<file path="config.mk">
export PLATFORM = sky130hd
export DESIGN_NAME = perf_monitor_flat
export DESIGN_NICKNAME = d
export VERILOG_FILES = /design/src/rtl/perf_monitor_if.sv /design/src/rtl/perf_monitor.sv /design/src/flat_wrapper.sv
export SDC_FILE = /design/constraint.sdc
export NUM_CORES = 1
export LEC_CHECK = 0
export ABC_AREA = 1
export CAP_MARGIN = 15
export CORE_MARGIN = 5
export CORE_UTILIZATION = 55
export CTS_CLUSTER_DIAMETER = 30
export DETAILED_ROUTE_END_ITERATION = 10
export HOLD_SLACK_MARGIN = 0.06
export PLACE_DENSITY = 0.87
export SYNTH_ARGS = -nofsm -noshare
export SYNTH_HDL_FRONTEND = slang
export SYNTH_SLANG_ARGS = --single-unit
</file>
<file path="constraint.sdc">
create_clock -name clk -period 10.21 [get_ports clk]
set_clock_uncertainty 0.15 [all_clocks]
set_input_delay 1.5315 -clock clk [delete_from_list [all_inputs] [get_ports clk]]
set_output_delay 1.5315 -clock clk [all_outputs]
set_load 0.02 [all_outputs]
</file>
<file path="src/rtl/perf_monitor_if.sv">
// Retire-side bus into the performance monitor: one retiring instruction per cycle plus the pipeline stall flag.
interface perf_monitor_if;
  logic        retire_valid;
  logic [31:0] retire_inst;
  logic        stall;

  modport master (output retire_valid, retire_inst, stall);
  modport slave  (input  retire_valid, retire_inst, stall);
endinterface

</file>
<file path="src/rtl/perf_monitor.sv">
// Program-level performance monitor: per-class retire counters, cycle/stall counters and an IDLE/RUN/DRAIN/DONE sequencer.
// Optional stall counter enabled by defining PERF_STALL_CNT_EN; without it stall_cnt_o is tied to zero.
module perf_monitor #(
  parameter int unsigned CNT_W        = 32,
  parameter int unsigned DRAIN_CYCLES = 6,
  parameter logic [5:0]  HALT_OPCODE  = 6'b010001
) (
  input  logic             clk,
  input  logic             rst,
  input  logic             clr_i,
  perf_monitor_if.slave    retire_if,
  output logic [CNT_W-1:0] arith_cnt_o,
  output logic [CNT_W-1:0] logic_cnt_o,
  output logic [CNT_W-1:0] mem_cnt_o,
  output logic [CNT_W-1:0] ctrl_cnt_o,
  output logic [CNT_W-1:0] illegal_cnt_o,
  output logic [CNT_W-1:0] total_cnt_o,
  output logic [CNT_W-1:0] cycle_cnt_o,
  output logic [CNT_W-1:0] stall_cnt_o,
  output logic             sat_o,
  output logic             running_o,
  output logic             done_o
);

  localparam logic [1:0] IDLE  = 2'd0;
  localparam logic [1:0] RUN   = 2'd1;
  localparam logic [1:0] DRAIN = 2'd2;
  localparam logic [1:0] DONE  = 2'd3;

  localparam int unsigned    SUM_W      = CNT_W + 3;
  localparam logic [CNT_W-1:0] CNT_MAX  = '1;
  localparam logic [CNT_W-1:0] CNT_ONE  = {{(CNT_W-1){1'b0}}, 1'b1};
  localparam logic [7:0]     DRAIN_LAST = 8'((DRAIN_CYCLES == 0) ? 0 : DRAIN_CYCLES - 1);

  logic [1:0]       state_q, state_d;
  logic [7:0]       drainCnt_q, drainCnt_d;
  logic [CNT_W-1:0] arithCnt_q, arithCnt_d;
  logic [CNT_W-1:0] logicCnt_q, logicCnt_d;
  logic [CNT_W-1:0] memCnt_q, memCnt_d;
  logic [CNT_W-1:0] ctrlCnt_q, ctrlCnt_d;
  logic [CNT_W-1:0] illegalCnt_q, illegalCnt_d;
  logic [CNT_W-1:0] cycleCnt_q, cycleCnt_d;
  logic             sat_q, sat_d;
  logic [CNT_W-1:0] totalNext;

  logic [5:0] opcode;
  logic       isHalt, isArith, isLogic, isMem, isCtrl, isIllegal;
  logic       retireEn, cycleEn;
  logic       stallSat;
  logic [25:0] unusedInstBits;

  function automatic logic [CNT_W-1:0] satInc(input logic [CNT_W-1:0] v);
    return (v == CNT_MAX) ? v : v + CNT_ONE;
  endfunction

  function automatic logic [CNT_W-1:0] satSum(input logic [CNT_W-1:0] a, input logic [CNT_W-1:0] b,
                                              input logic [CNT_W-1:0] c, input logic [CNT_W-1:0] d,
                                              input logic [CNT_W-1:0] e);
    logic [SUM_W-1:0] s;
    s = {3'b000, a} + {3'b000, b} + {3'b000, c} + {3'b000, d} + {3'b000, e};
    return (s > {3'b000, CNT_MAX}) ? CNT_MAX : s[CNT_W-1:0];
  endfunction

  assign opcode         = retire_if.retire_inst[31:26];
  assign unusedInstBits = retire_if.retire_inst[25:0];

  // HALT is always counted as control, even if the opcode parameter is moved outside the ctrl range.
  always_comb begin
    isHalt    = (opcode == HALT_OPCODE);
    isArith   = !isHalt && (opcode <= 6'd5);
    isLogic   = !isHalt && (opcode >= 6'd6)  && (opcode <= 6'd11);
    isMem     = !isHalt && (opcode >= 6'd12) && (opcode <= 6'd13);
    isCtrl    =  isHalt || ((opcode >= 6'd14) && (opcode <= 6'd17));
    isIllegal = !isHalt && (opcode >= 6'd18);
  end

  assign retireEn = retire_if.retire_valid && ((state_q == IDLE) || (state_q == RUN));
  assign cycleEn  = (state_q == RUN) || (state_q == DRAIN) ||
                    ((state_q == IDLE) && retire_if.retire_valid);

  always_comb begin
    state_d      = state_q;
    drainCnt_d   = '0;
    arithCnt_d   = arithCnt_q;
    logicCnt_d   = logicCnt_q;
    memCnt_d     = memCnt_q;
    ctrlCnt_d    = ctrlCnt_q;
    illegalCnt_d = illegalCnt_q;
    cycleCnt_d   = cycleCnt_q;

    case (state_q)
      IDLE, RUN: begin
        if (retire_if.retire_valid) begin
          if (isHalt) state_d = (DRAIN_CYCLES == 0) ? DONE : DRAIN;
          else        state_d = RUN;
        end
      end
      DRAIN: begin
        drainCnt_d = drainCnt_q + 8'd1;
        if (drainCnt_q == DRAIN_LAST) state_d = DONE;
      end
      default: state_d = state_q;
    endcase

    if (retireEn) begin
      if (isArith)   arithCnt_d   = satInc(arithCnt_q);
      if (isLogic)   logicCnt_d   = satInc(logicCnt_q);
      if (isMem)     memCnt_d     = satInc(memCnt_q);
      if (isCtrl)    ctrlCnt_d    = satInc(ctrlCnt_q);
      if (isIllegal) illegalCnt_d = satInc(illegalCnt_q);
    end
    if (cycleEn) cycleCnt_d = satInc(cycleCnt_q);

    totalNext = satSum(arithCnt_d, logicCnt_d, memCnt_d, ctrlCnt_d, illegalCnt_d);
    sat_d = sat_q | stallSat | (arithCnt_d == CNT_MAX) | (logicCnt_d == CNT_MAX) |
            (memCnt_d == CNT_MAX) | (ctrlCnt_d == CNT_MAX) | (illegalCnt_d == CNT_MAX) |
            (cycleCnt_d == CNT_MAX) | (totalNext == CNT_MAX);

    // Clear wins over anything else happening in the same cycle.
    if (clr_i) begin
      state_d      = IDLE;
      drainCnt_d   = '0;
      arithCnt_d   = '0;
      logicCnt_d   = '0;
      memCnt_d     = '0;
      ctrlCnt_d    = '0;
      illegalCnt_d = '0;
      cycleCnt_d   = '0;
      sat_d        = 1'b0;
    end
  end

  always_ff @(posedge clk or negedge rst) begin
    if (!rst) begin
      state_q      <= IDLE;
      drainCnt_q   <= '0;
      arithCnt_q   <= '0;
      logicCnt_q   <= '0;
      memCnt_q     <= '0;
      ctrlCnt_q    <= '0;
      illegalCnt_q <= '0;
      cycleCnt_q   <= '0;
      sat_q        <= 1'b0;
    end else begin
      state_q      <= state_d;
      drainCnt_q   <= drainCnt_d;
      arithCnt_q   <= arithCnt_d;
      logicCnt_q   <= logicCnt_d;
      memCnt_q     <= memCnt_d;
      ctrlCnt_q    <= ctrlCnt_d;
      illegalCnt_q <= illegalCnt_d;
      cycleCnt_q   <= cycleCnt_d;
      sat_q        <= sat_d;
    end
  end

`ifdef PERF_STALL_CNT_EN
  logic [CNT_W-1:0] stallCnt_q, stallCnt_d;

  always_comb begin
    stallCnt_d = stallCnt_q;
    if (cycleEn && retire_if.stall) stallCnt_d = satInc(stallCnt_q);
    if (clr_i) stallCnt_d = '0;
  end

  assign stallSat = !clr_i && (stallCnt_d == CNT_MAX);

  always_ff @(posedge clk or negedge rst) begin
    if (!rst) stallCnt_q <= '0;
    else      stallCnt_q <= stallCnt_d;
  end

  assign stall_cnt_o = stallCnt_q;
`else
  logic unusedStall;
  assign unusedStall = retire_if.stall;
  assign stallSat    = 1'b0;
  assign stall_cnt_o = '0;
`endif

  assign arith_cnt_o   = arithCnt_q;
  assign logic_cnt_o   = logicCnt_q;
  assign mem_cnt_o     = memCnt_q;
  assign ctrl_cnt_o    = ctrlCnt_q;
  assign illegal_cnt_o = illegalCnt_q;
  assign total_cnt_o   = satSum(arithCnt_q, logicCnt_q, memCnt_q, ctrlCnt_q, illegalCnt_q);
  assign cycle_cnt_o   = cycleCnt_q;
  assign sat_o         = sat_q;
  assign running_o     = (state_q == RUN) || (state_q == DRAIN);
  assign done_o        = (state_q == DONE);

endmodule

</file>
<file path="src/flat_wrapper.sv">
// flat-port wrapper written by rule: the top's interface ports become plain ports
module perf_monitor_flat 
#(
  parameter int unsigned CNT_W        = 32,
  parameter int unsigned DRAIN_CYCLES = 6,
  parameter logic [5:0]  HALT_OPCODE  = 6'b010001
)
  (clk, rst, clr_i, arith_cnt_o, logic_cnt_o, mem_cnt_o, ctrl_cnt_o, illegal_cnt_o, total_cnt_o, cycle_cnt_o, stall_cnt_o, sat_o, running_o, done_o, retire_if_retire_valid, retire_if_retire_inst, retire_if_stall);
  perf_monitor_if retire_if_i ();
  input  logic clk;
  input  logic rst;
  input  logic clr_i;
  output logic [CNT_W-1:0] arith_cnt_o;
  output logic [CNT_W-1:0] logic_cnt_o;
  output logic [CNT_W-1:0] mem_cnt_o;
  output logic [CNT_W-1:0] ctrl_cnt_o;
  output logic [CNT_W-1:0] illegal_cnt_o;
  output logic [CNT_W-1:0] total_cnt_o;
  output logic [CNT_W-1:0] cycle_cnt_o;
  output logic [CNT_W-1:0] stall_cnt_o;
  output logic sat_o;
  output logic running_o;
  output logic done_o;
  input wire logic [$bits(retire_if_i.retire_valid)-1:0] retire_if_retire_valid;
  input wire logic [$bits(retire_if_i.retire_inst)-1:0] retire_if_retire_inst;
  input wire logic [$bits(retire_if_i.stall)-1:0] retire_if_stall;
  assign retire_if_i.retire_valid = retire_if_retire_valid;
  assign retire_if_i.retire_inst = retire_if_retire_inst;
  assign retire_if_i.stall = retire_if_stall;
  perf_monitor #(.CNT_W(CNT_W), .DRAIN_CYCLES(DRAIN_CYCLES), .HALT_OPCODE(HALT_OPCODE)) u_core (.clk(clk), .rst(rst), .clr_i(clr_i), .retire_if(retire_if_i), .arith_cnt_o(arith_cnt_o), .logic_cnt_o(logic_cnt_o), .mem_cnt_o(mem_cnt_o), .ctrl_cnt_o(ctrl_cnt_o), .illegal_cnt_o(illegal_cnt_o), .total_cnt_o(total_cnt_o), .cycle_cnt_o(cycle_cnt_o), .stall_cnt_o(stall_cnt_o), .sat_o(sat_o), .running_o(running_o), .done_o(done_o));
endmodule
</file>
==> impl_metrics.json, run 1 <==
{
  "outcome": "complete, no violations",
  "cp.arrival_ns": 7.68,
  "vias": 27600,
  "worstSetupStartpoint": "u_core.logic_cnt_o[9]",
  "hold_path.class": "flip-flop to flip-flop",
  "cts-root-buf": "clkbuf_16",
  "cts_resized": 0,
  "ff2ff_path_depth": 47,
  "drv_slew": 0,
  "yosysTopAreaCell": "dfrtp_1",
  "drive_gt1_share_pct": 5.09,
  "grt_pass1_vias": 26100,
  "postCtsHoldBufs": 0,
  "ff2ff_setup_slack_ns": 1.98,
  "start_kind": "flip-flop",
  "yosysUniqueCellTypes": 61,
  "hold_ws_ns": 0.318,
  "fmax_mhz": 107,
  "drc_errors": 0,
  "antenna_cells": 0,
  "yosysMostFrequentCell": "nand2_1",
  "detail_route.wl_per_cell_um": 21.5,
  "p_switching_uw": 872,
  "layout.nets": 4444,
  "synth.top_cells.by_area": "dfrtp_1 (20%), nand2_1 (15%), fa_1 (10%)",
  "period_needed_ns": 9.36,
  "numCtsBuffers": 68,
  "overflow": 0,
  "htreeDepth": 3,
  "timing.hold.worst_path_depth": 1,
  "critical_path_class": "flip-flop to primary output",
  "r2r_end": "u_core.sat_o",
  "setup_viol": 0,
  "p_leak_uw": 0.0147,
  "dp.cells": 4663,
  "wl_met3_um": 9860,
  "num_rows": 78,
  "fin_crit_sh_pct": 91.7,
  "clockPowerShare_pct": 65.0,
  "hpwlAfterDp_um": 82700,
  "p_int_uw": 2420,
  "cap_viol_max_count": 0,
  "die_h_um": 224,
  "clock_latency_ns": 0.60,
  "wl_met2_um": 45700,
  "nFillCells": 4021,
  "worstMarginPinSlew_ns": 1.02,
  "grt_use_total_pct": 39.8,
  "r2r-start": "u_core.state_q[0]",
  "port_buffers": 236,
  "p_sw_share_pct": 26.4,
  "clock-sinks": 203,
  "core_area_um2": 45300,
  "netlist_instances": 3872,
  "die_area_um2": 50100,
  "die_w_um": 224,
  "fin_cells": 4784,
  "io_pins": 296,
  "synth-seq-cells": 203,
  "clock_path_buffers": 3,
  "min-delay-start": "u_core.drainCnt_q[7]",
  "via_per_inst": 5.78,
  "firstDrtPassIters": 8,
  "synth_warnings": 0,
  "initial_core_util_pct": 55.6,
  "rsz0062_at_grt": "false",
  "synth_commonest_cells": "nand2_1 (973), inv_1 (623), nor2_1 (525)",
  "setup_tns_ns": 0,
  "gp_congestion": 1.07,
  "ir_drop_mv": 0.178,
  "synth-edff-count": 0,
  "synth_flop_cell": "dfrtp_1",
  "path_clk_slew_ns": 0.04,
  "power_frac_comb_pct": 9.2,
  "worstPathRequired_ns": 8.53,
  "grt_max_degree": 117,
  "wl_met1_um": 39800,
  "async_reset_ff_share_pct": 100,
  "whs_endpoint": "u_core.drainCnt_q[7]",
  "ys_seq_area_share_pct": 20.2,
  "area_delta_synth_final_pct": 20.4,
  "routed_wl_um": 103000,
  "hold_viol": 0,
  "grt_pass1_wl_um": 153000,
  "antenna_found_initial": 0,
  "slew-limit-headroom_pct": 32.0,
  "p_per_area_nw_per_um2": 109,
  "synth_top_area_share_pct": 20.2,
  "syn_avg_cell_area_um2": 6.50,
  "synth_area_um2": 25200,
  "ant_nets": 0,
  "drt_iter0_markers": 3548,
  "top_layer": "met4",
  "cts_tree": "built",
  "pwr-share-seq_pct": 25.7,
  "path_max_fanout": 32,
  "cp-end-kind": "primary output",
  "cts_setup_buffers": 0
}
cells by family (layout without fill, tap and decap cells):
| kind of cell | count (synthesis) | count (layout) | synth area share (%) |
|---|---|---|---|
| other cells | 1 | 32 | 0.0149 |
| flops | 203 | 203 | 20.2 |
| fa+ha+maj | 274 | 274 | 17.5 |
| simple gates | 2061 | 2061 | 35.5 |
| xor+xnor | 142 | 142 | 5.08 |
| compound gates | 459 | 459 | 10.0 |
| buf+inv | 732 | 1013 | 11.7 |
per-layer routing:
layer | global-route usage [%] | vias to the layer above
li1 | - | 12800
met1 | 51.2 | 12800
met2 | 62.5 | 1676
met3 | 7.09 | 330
met4 | 24.6 | 0
met5 | 0 | -
through the flow:
stage / utilization [%] / total power (uW) / setup WS (ns) / instance area (um^2)
6_report: 66.9 / 3300 / 0.850 / 30300
3_3_place_gp: 61.7 / 1150 / 1.02 / 28000
3_5_place_dp: 61.7 / 1150 / 0.936 / 28000
2_1_floorplan: - / 1040 / 2.93 / 25300
5_1_grt: 66.9 / 3380 / 0.397 / 30300
4_1_cts: 66.9 / 3300 / 1.02 / 30300
power groups by stage:
stage               Clock (uW)  Sequential, uW  Combinational, uW
global route              2200             850                327
CTS                       2150             847                299
floorplan                    0             867                172
finish                    2140             848                304
global placement             0             857                293
detailed placement           0             858                296
placed cells by master, fill, tap and decap left out, drive strengths merged, types with 2 or more instances in the layout:
cell type,count
and2,9
inv,648
a31oi,14
fa,130
o221ai,3
nor4,11
xor2,81
a21o,9
clkdlybuf4s50,234
conb,32
ha,144
o21ai,128
or2,9
o211ai,2
nand3,301
nand4,79
clkinv,17
buf,9
o21a,15
a221oi,4
nand2,991
nor3,77
bufinv,7
a21boi,11
nor2,552
nand3b,31
xnor2,61
o21bai,14
a21oi,248
clkbuf,98
o31ai,4
dfrtp,203
registers in the layout, summed over array words and instances, names as in the netlist:
| name | count |
|---|---|
| u_core.sat_o | 1 |
| u_core.logic_cnt_o | 32 |
| u_core.arith_cnt_o | 32 |
| u_core.drainCnt_q | 8 |
| u_core.illegal_cnt_o | 32 |
| u_core.cycle_cnt_o | 32 |
| u_core.state_q | 2 |
| u_core.mem_cnt_o | 32 |
| u_core.ctrl_cnt_o | 32 |
worst max-delay path, cell delays in order, from the launching register on:
cell             delay, ns
dfrtp_1               0.49
ha_1                  0.41
a21o_1                0.23
a21oi_1               0.15
nand3_1               0.17
a21oi_1               0.27
o21ai_0               0.20
a21boi_0              0.36
o21ai_0               0.23
nand2_1               0.11
inv_1                 0.04
nor2_1                0.12
xor2_1                0.46
fa_1                  0.50
inv_1                 0.09
fa_1                  0.42
ha_1                  0.39
a21oi_1               0.26
o21ai_0               0.19
a221oi_1              0.38
nand2_1               0.09
nand2_1               0.06
nand2_1               0.14
nor2_4                0.55
nand3_1               0.17
clkdlybuf4s50_1       0.59
final cells by class:
class,count,area [um^2],share of cell area (%)
multi-input combinational,2968,17300,57.0
tap,600,751,2.48
timing repair buffer,244,2430,8.01
clock buffer,97,1970,6.51
sequential,203,5080,16.8
clock inverter,24,375,1.24
inverter,648,2430,8.03
worst max path at each step:
stage | endpoint | slack, ns
floorplan | u_core.sat_o | 2.93
global placement | u_core.sat_o | 1.02
global route | total_cnt_o[22] | 0.40
finish | total_cnt_o[6] | 0.85
CTS | total_cnt_o[6] | 1.02
detailed placement | u_core.sat_o | 0.94
Power figures use the tool's default switching activity.
==> run 2: changes to the inputs <==
Settings changed: SKIP_LAST_GASP from default to 1.
==> results of run 2 <==
Same layout as run 1: the final DEF is identical, and so are final timing and power.
